## src/rtl/reg_file_mp.sv

```systemverilog
// ---------------------------------------------------------------------------
// reg_file_mp
//
// Purpose:
//   Parametrised integer register file for the pipelined OTTER core.
//   Register 0 is hardwired to zero. Reads are combinational on NUM_RD
//   independent ports; writes happen on the rising edge of CLK. A sequenced
//   bulk-clear engine zeroes registers 1..NREGS-1, one per cycle, so that a
//   context reset does not need the global reset. While a sweep runs the
//   write port is closed (WR_RDY low) and writeback must hold its request.
//
// Parameters:
//   XLEN    data width of each register
//   NREGS   number of registers (power of two, >= 4)
//   NUM_RD  number of read ports (1..4)
//   AW      address width, derived from NREGS
//
// Ports:
//   CLK     system clock, rising edge
//   RST_N   asynchronous active-low reset (clears every register)
//   WE      write enable
//   WA      write address
//   WD      write data
//   WR_RDY  write port accepting; low during a clear sweep
//   ADR     packed read addresses, port k at [k*AW +: AW]
//   RS      packed read data, port k at [k*XLEN +: XLEN]
//   CLR     single-cycle request to start a bulk clear
//   BUSY    clear sweep in progress
//
// Build option:
//   REGFILE_BYPASS_EN  when defined, a write accepted in the current cycle
//                      is forwarded to any read port addressing the same
//                      register. When undefined, reads show stored contents
//                      only and the hazard unit must stall one cycle.
// ---------------------------------------------------------------------------
module reg_file_mp #(
  parameter int XLEN   = 32,
  parameter int NREGS  = 32,
  parameter int NUM_RD = 2,
  localparam int AW    = $clog2(NREGS)
) (
  input  logic                   CLK,
  input  logic                   RST_N,
  input  logic                   WE,
  input  logic [AW-1:0]          WA,
  input  logic [XLEN-1:0]        WD,
  output logic                   WR_RDY,
  input  logic [NUM_RD*AW-1:0]   ADR,
  output logic [NUM_RD*XLEN-1:0] RS,
  input  logic                   CLR,
  output logic                   BUSY
);

  typedef enum logic [0:0] {
    IDLE  = 1'b0,
    SWEEP = 1'b1
  } state_t;

  // Last register visited by the sweep; reaching it ends the sweep, so the
  // pointer never has to wrap.
  localparam logic [AW-1:0] LAST_REG = AW'(NREGS - 1);

  state_t            state_q;
  state_t            state_d;
  logic [AW-1:0]     ptr_q;
  logic [AW-1:0]     ptr_d;
  logic              wr_en;
  logic [XLEN-1:0]   regs [NREGS];

  // Clear FSM state and sweep pointer. Reset aborts any sweep in flight.
  always_ff @(posedge CLK or negedge RST_N) begin
    if (!RST_N) begin
      state_q <= IDLE;
      ptr_q   <= '0;
    end else begin
      state_q <= state_d;
      ptr_q   <= ptr_d;
    end
  end

  // Next-state and handshake outputs. The sweep starts at register 1
  // because register 0 is already permanently zero; it therefore lasts
  // NREGS-1 cycles. CLR arriving mid-sweep is ignored.
  always_comb begin
    state_d = state_q;
    ptr_d   = ptr_q;
    BUSY    = 1'b0;
    WR_RDY  = 1'b1;
    case (state_q)
      IDLE: begin
        if (CLR) begin
          state_d = SWEEP;
          ptr_d   = AW'(1);
        end
      end
      SWEEP: begin
        BUSY   = 1'b1;
        WR_RDY = 1'b0;
        if (ptr_q == LAST_REG) begin
          state_d = IDLE;
          ptr_d   = '0;
        end else begin
          ptr_d = ptr_q + AW'(1);
        end
      end
    endcase
  end

  // A write commits only while the port is open and never to register 0.
  // RST_N is included so that the forwarding path stays quiet in reset.
  assign wr_en = WE && WR_RDY && (WA != '0) && RST_N;

  // Storage. In IDLE with CLR and a write on the same edge the write lands
  // first; the sweep that follows clears it again. During a sweep the
  // write port is closed, so the two branches never compete.
  always_ff @(posedge CLK or negedge RST_N) begin
    if (!RST_N) begin
      for (int i = 0; i < NREGS; i++) begin
        regs[i] <= '0;
      end
    end else if (state_q == SWEEP) begin
      regs[ptr_q] <= '0;
    end else if (wr_en) begin
      regs[WA] <= WD;
    end
  end

  // Read ports: a plain array lookup per lane, with address 0 forced to
  // zero last so that it wins over forwarding as well.
  for (genvar k = 0; k < NUM_RD; k++) begin : g_rd
    logic [AW-1:0]   rd_adr;
    logic [XLEN-1:0] rd_dat;

    assign rd_adr = ADR[k*AW +: AW];

    always_comb begin
      rd_dat = regs[rd_adr];
`ifdef REGFILE_BYPASS_EN
      if (wr_en && (rd_adr == WA)) begin
        rd_dat = WD;
      end
`endif
      if (rd_adr == '0) begin
        rd_dat = '0;
      end
    end

    assign RS[k*XLEN +: XLEN] = rd_dat;
  end

`ifndef SYNTHESIS
  // Addresses must be known whenever the block is out of reset.
  property p_addr_known;
    @(posedge CLK) disable iff (!RST_N) !$isunknown({ADR, WA});
  endproperty
  a_addr_known: assert property (p_addr_known)
    else $error("reg_file_mp: unknown read or write address");

  // Writeback is expected to hold a refused write; report it once per
  // stall rather than every cycle it is held.
  logic drop_prev;
  always_ff @(posedge CLK or negedge RST_N) begin
    if (!RST_N) begin
      drop_prev <= 1'b0;
    end else begin
      drop_prev <= WE && !WR_RDY;
      if (WE && !WR_RDY && !drop_prev) begin
        $warning("reg_file_mp: write to x%0d held off while clear sweep active", WA);
      end
    end
  end
`endif

endmodule

```

## config.mk

```make
export PLATFORM = sky130hd
export DESIGN_NAME = reg_file_mp
export DESIGN_NICKNAME = d
export VERILOG_FILES = /design/src/rtl/reg_file_mp.sv
export SDC_FILE = /design/constraint.sdc
export NUM_CORES = 2
export LEC_CHECK = 0
export BUFFER_PORTS_ARGS = -buffer_cell sky130_fd_sc_hd__buf_4
export CAP_MARGIN = 5
export CORE_MARGIN = 8
export CORE_UTILIZATION = 30
export DETAILED_ROUTE_END_ITERATION = 16
export RECOVER_POWER = 25
export SYNTH_ARGS = -nofsm -noshare
export SYNTH_HDL_FRONTEND = slang
export SYNTH_SLANG_ARGS = --single-unit
```

## constraint.sdc

```tcl
create_clock -name CLK -period 3.6 [get_ports CLK]
set_input_delay 0.36 -clock CLK [delete_from_list [all_inputs] [get_ports CLK]]
set_output_delay 0.36 -clock CLK [all_outputs]
set_load 0.01 [all_outputs]
```

==> results by group <==
Status
  – Outcome: finished with violations
  – Failing checks: capacitance limit, slew limit

Logic synthesis
  – Post-Synth Simple-Gate Area: 0.0269
  – #FFs+latches synth: 1030
  – Post-Syn Instances: 3791
  – Post-Synth XOR/XNOR Area: 0.000329
  – Synth Cell Area: around 53000 um2
  – Synth Warn #: 0
  – Syn nets: 3847
  – Complex-gate fraction of the synthesized area: 0.218
  – Synth Area in Adders: 0.00118
  – Synth top area share: 0.485
  – Library cells used by synthesis: 45
  – Syn avg cell area: between 10 and 15 um2
  – Main combinational cell family by area after synthesis: multiplexers
  – Dominant synthesized flop cell: dfrtp_1
  – EDFF count, synth: 0
  – Top cells by area, synth: dfrtp_1 48%, mux4_2 19%, a22o_1 16%
  – Biggest area consumer among synthesized cells: dfrtp_1
  – Register area share after synthesis: 0.485
  – Post-synthesis mux area share: 0.227
  – Ys async rst share: 1.00

Clocking
  – # hold bufs at CTS: 2
  – Clock-pin slew on the worst setup and hold paths: ~70 ps
  – CTS HTree Levels: 3
  – CTS tree: built
  – PostCTS Resize Cnt: 0
  – CTS sink cnt: around 1000
  – CTS root buffer: clkbuf_16
  – Cts bufs inserted: roughly 100
  – Clock Path Buffers: 3
  – Clk_lat worst skew: approximately 720 ps
  – Post-CTS setup buffers: 0

Detailed routing
  – M1 wire length: roughly 80 mm
  – DRT antenna net count: 0
  – DR pass1 iterations: 8
  – DR iter-0 viols: slightly below 6000
  – DRC viols: 0
  – Met3 WL: roughly 24 mm
  – Met2 WL: roughly 95 mm
  – Wire length per cell: 34.2 um
  – Routed WL: between 200 and 250 mm
  – Vias per std cell: 6.55
  – Top layer in use: met5
  – Vias: ~41000

Die
  – Initial Util: 0.302
  – Die ar.: ~190000 um2
  – I/O pin total: 117
  – Die width: roughly 440 um
  – Core Region: around 180000 um2
  – Standard-cell rows: approximately 150
  – Die height: roughly 440 um

STA
  – Setup TNS: 0 ps
  – Final hold vios: 0
  – Slew margin rel.: -0.0583
  – Final Critical Period: 3410 ps
  – RSZ-0062 raised after global routing: false
  – Worst-Margin Slew: roughly 1600 ps
  – Finish-stage setup viols: 0
  – Max-slew violation total from the final report: 58
  – Final period util: 0.947
  – Clock skew: about 14 ps
  – Hold Worst Slack: roughly 130 ps
  – Highest clock rate: 0.293 GHz

Critical path
  – Critical Path Fanout Max: 3
  – CP endpoint kind: primary output
  – CP required: 3240 ps
  – CP Launch Type: flop
  – Crit Path Class: reg -> out
  – Critical path arrival: around 3000 ps

Finish
  – Final nets: 3851
  – Area Growth Syn to Fin: 16.3%
  – Layout cells sized above 1: 0.300

Flow run
  – MaxCap Viol Count: 1

Global routing
  – Gr ovfl total: 0
  – Vias in the first global route: 41000
  – GRT Util Overall: 0.215
  – Antenna violations before repair: 6
  – First-pass GRT wire length: ~300 mm
  – Pin count of the biggest net entering global routing: about 170

Pwr
  – Total power density per cell area: between 500 and 600 nW/um2
  – Peak supply drop: 0.000398 V
  – Cell leakage power: between 20 and 30 nW

Place
  – Port buffer count: 116
  – Routability congestion estimate: slightly above 0.9
  – DP HPWL: around 130 mm

Hold path
  – Min-Delay Path Class: in -> async
[report_power, final]
part           leakage, nW  internal [mW]  total (mW)  switching [mW]
clock                 1.85           7.15        12.1            4.95
combinational         10.8           2.35        5.96            3.61
sequential            14.3           12.5        13.4           0.842
total                 27.0           22.0        31.4            9.41
[cells by family after synthesis]
logic type,Yosys count
AOI/OAI and AO/OA,1398
xor gates and xnor gates,2
adders and majority gates,5
buffers and inverters,509
DFF,1030
muxes,640
and+or+nand+nor,207
[worst paths after layout]
kind | to | from | slack [ps] | cells past startpoint
max in group asynchronous | regs[652] | RST_N | 700 | 4
hold reg to reg | regs[1004] | regs[1004] | 510 | 1
min in group CLK | regs[688] | WD[16] | 180 | 2
setup reg to reg | regs[965] | ptr_q[1] | 790 | 6
hold / removal | regs[222] | RST_N | 130 | 2
setup / recovery | RS[4] | regs[772] | 190 | 6
[worst max-delay path, cell delays in order, from the launching register on]
cell and delay, ps:
dfrtp_1 400, mux4_2 480, mux2_2 270, o21ai_0 520, a311oi_1 280, buf_4 240
buf_4 140
[Yosys cell counts (all sizes together), types with 3 or more instances]
| cell type | count |
|---|---|
| a211oi | 64 |
| and3 | 3 |
| and2 | 40 |
| a221oi | 48 |
| a41oi | 3 |
| buf | 221 |
| nor2 | 8 |
| a31oi | 10 |
| mux4 | 448 |
| nand2 | 37 |
| mux2i | 128 |
| o21ai | 115 |
| a22o | 992 |
| nand2b | 5 |
| inv | 9 |
| nor3 | 29 |
| a22oi | 64 |
| ha | 5 |
| clkbuf | 279 |
| o2111ai | 16 |
| a21oi | 18 |
| mux2 | 64 |
| or2 | 3 |
| o32ai | 3 |
| nor2b | 70 |
| a311oi | 64 |
| dfrtp | 1030 |
[cell type report]
class	instances	area, um2
clock inverter	53	778
multi-input combinational	2252	25700
tap	2340	2930
sequential	1030	25800
timing repair buffer	400	3580
inverter	9	36.3
clock buffer	138	2970
fill	16800	114000
antenna	4	10.0
[layout by cell type (no fill, tap or decap), types with 3 or more instances in the layout]
master,n
diode_2,4
clkbuf_16,106
inv_6,3
a31oi_4,10
and2_1,40
ha_1,5
nor2b_1,66
buf_6,3
nand2_1,35
o32ai_1,3
clkinv_2,26
mux2i_1,128
mux4_2,448
o2111ai_1,16
buf_4,341
a41oi_4,3
nor3_4,28
a21oi_4,18
clkbuf_8,20
nor2_1,6
dfrtp_1,1030
inv_1,7
a211oi_1,64
bufinv_16,19
a311oi_1,64
o21ai_0,115
clkbuf_1,15
mux2_2,64
clkinvlp_4,6
a221oi_1,48
a22o_1,992
buf_12,43
a22oi_1,64
and3_1,3
buf_8,5
nand2b_1,3
[per-stage QoR]
step	util	cells	setup WS, ps	total power [mW]	instance area (um2)
4_1_cts	0.351	6222	184	31.4	61800
5_1_grt	0.351	6225	232	32.3	61800
6_report	0.351	6226	192	31.4	61800
2_1_floorplan	-	3791	1320	16.5	53200
3_3_place_gp	0.330	6029	249	19.3	58000
3_5_place_dp	0.330	6029	263	19.4	58000
[sequential cells by signal, summed over array words and instances, names as in the netlist]
signal   count
regs      1024
ptr_q        5
state_q      1
[per-layer routing]
metal  vias to the layer above  GRT usage
met5                         -          0
met1                     21700      0.276
met3                       622     0.0622
met2                      2963      0.326
met4                         2      0.122
li1                      15500          -
Power figures use the tool's default switching activity.
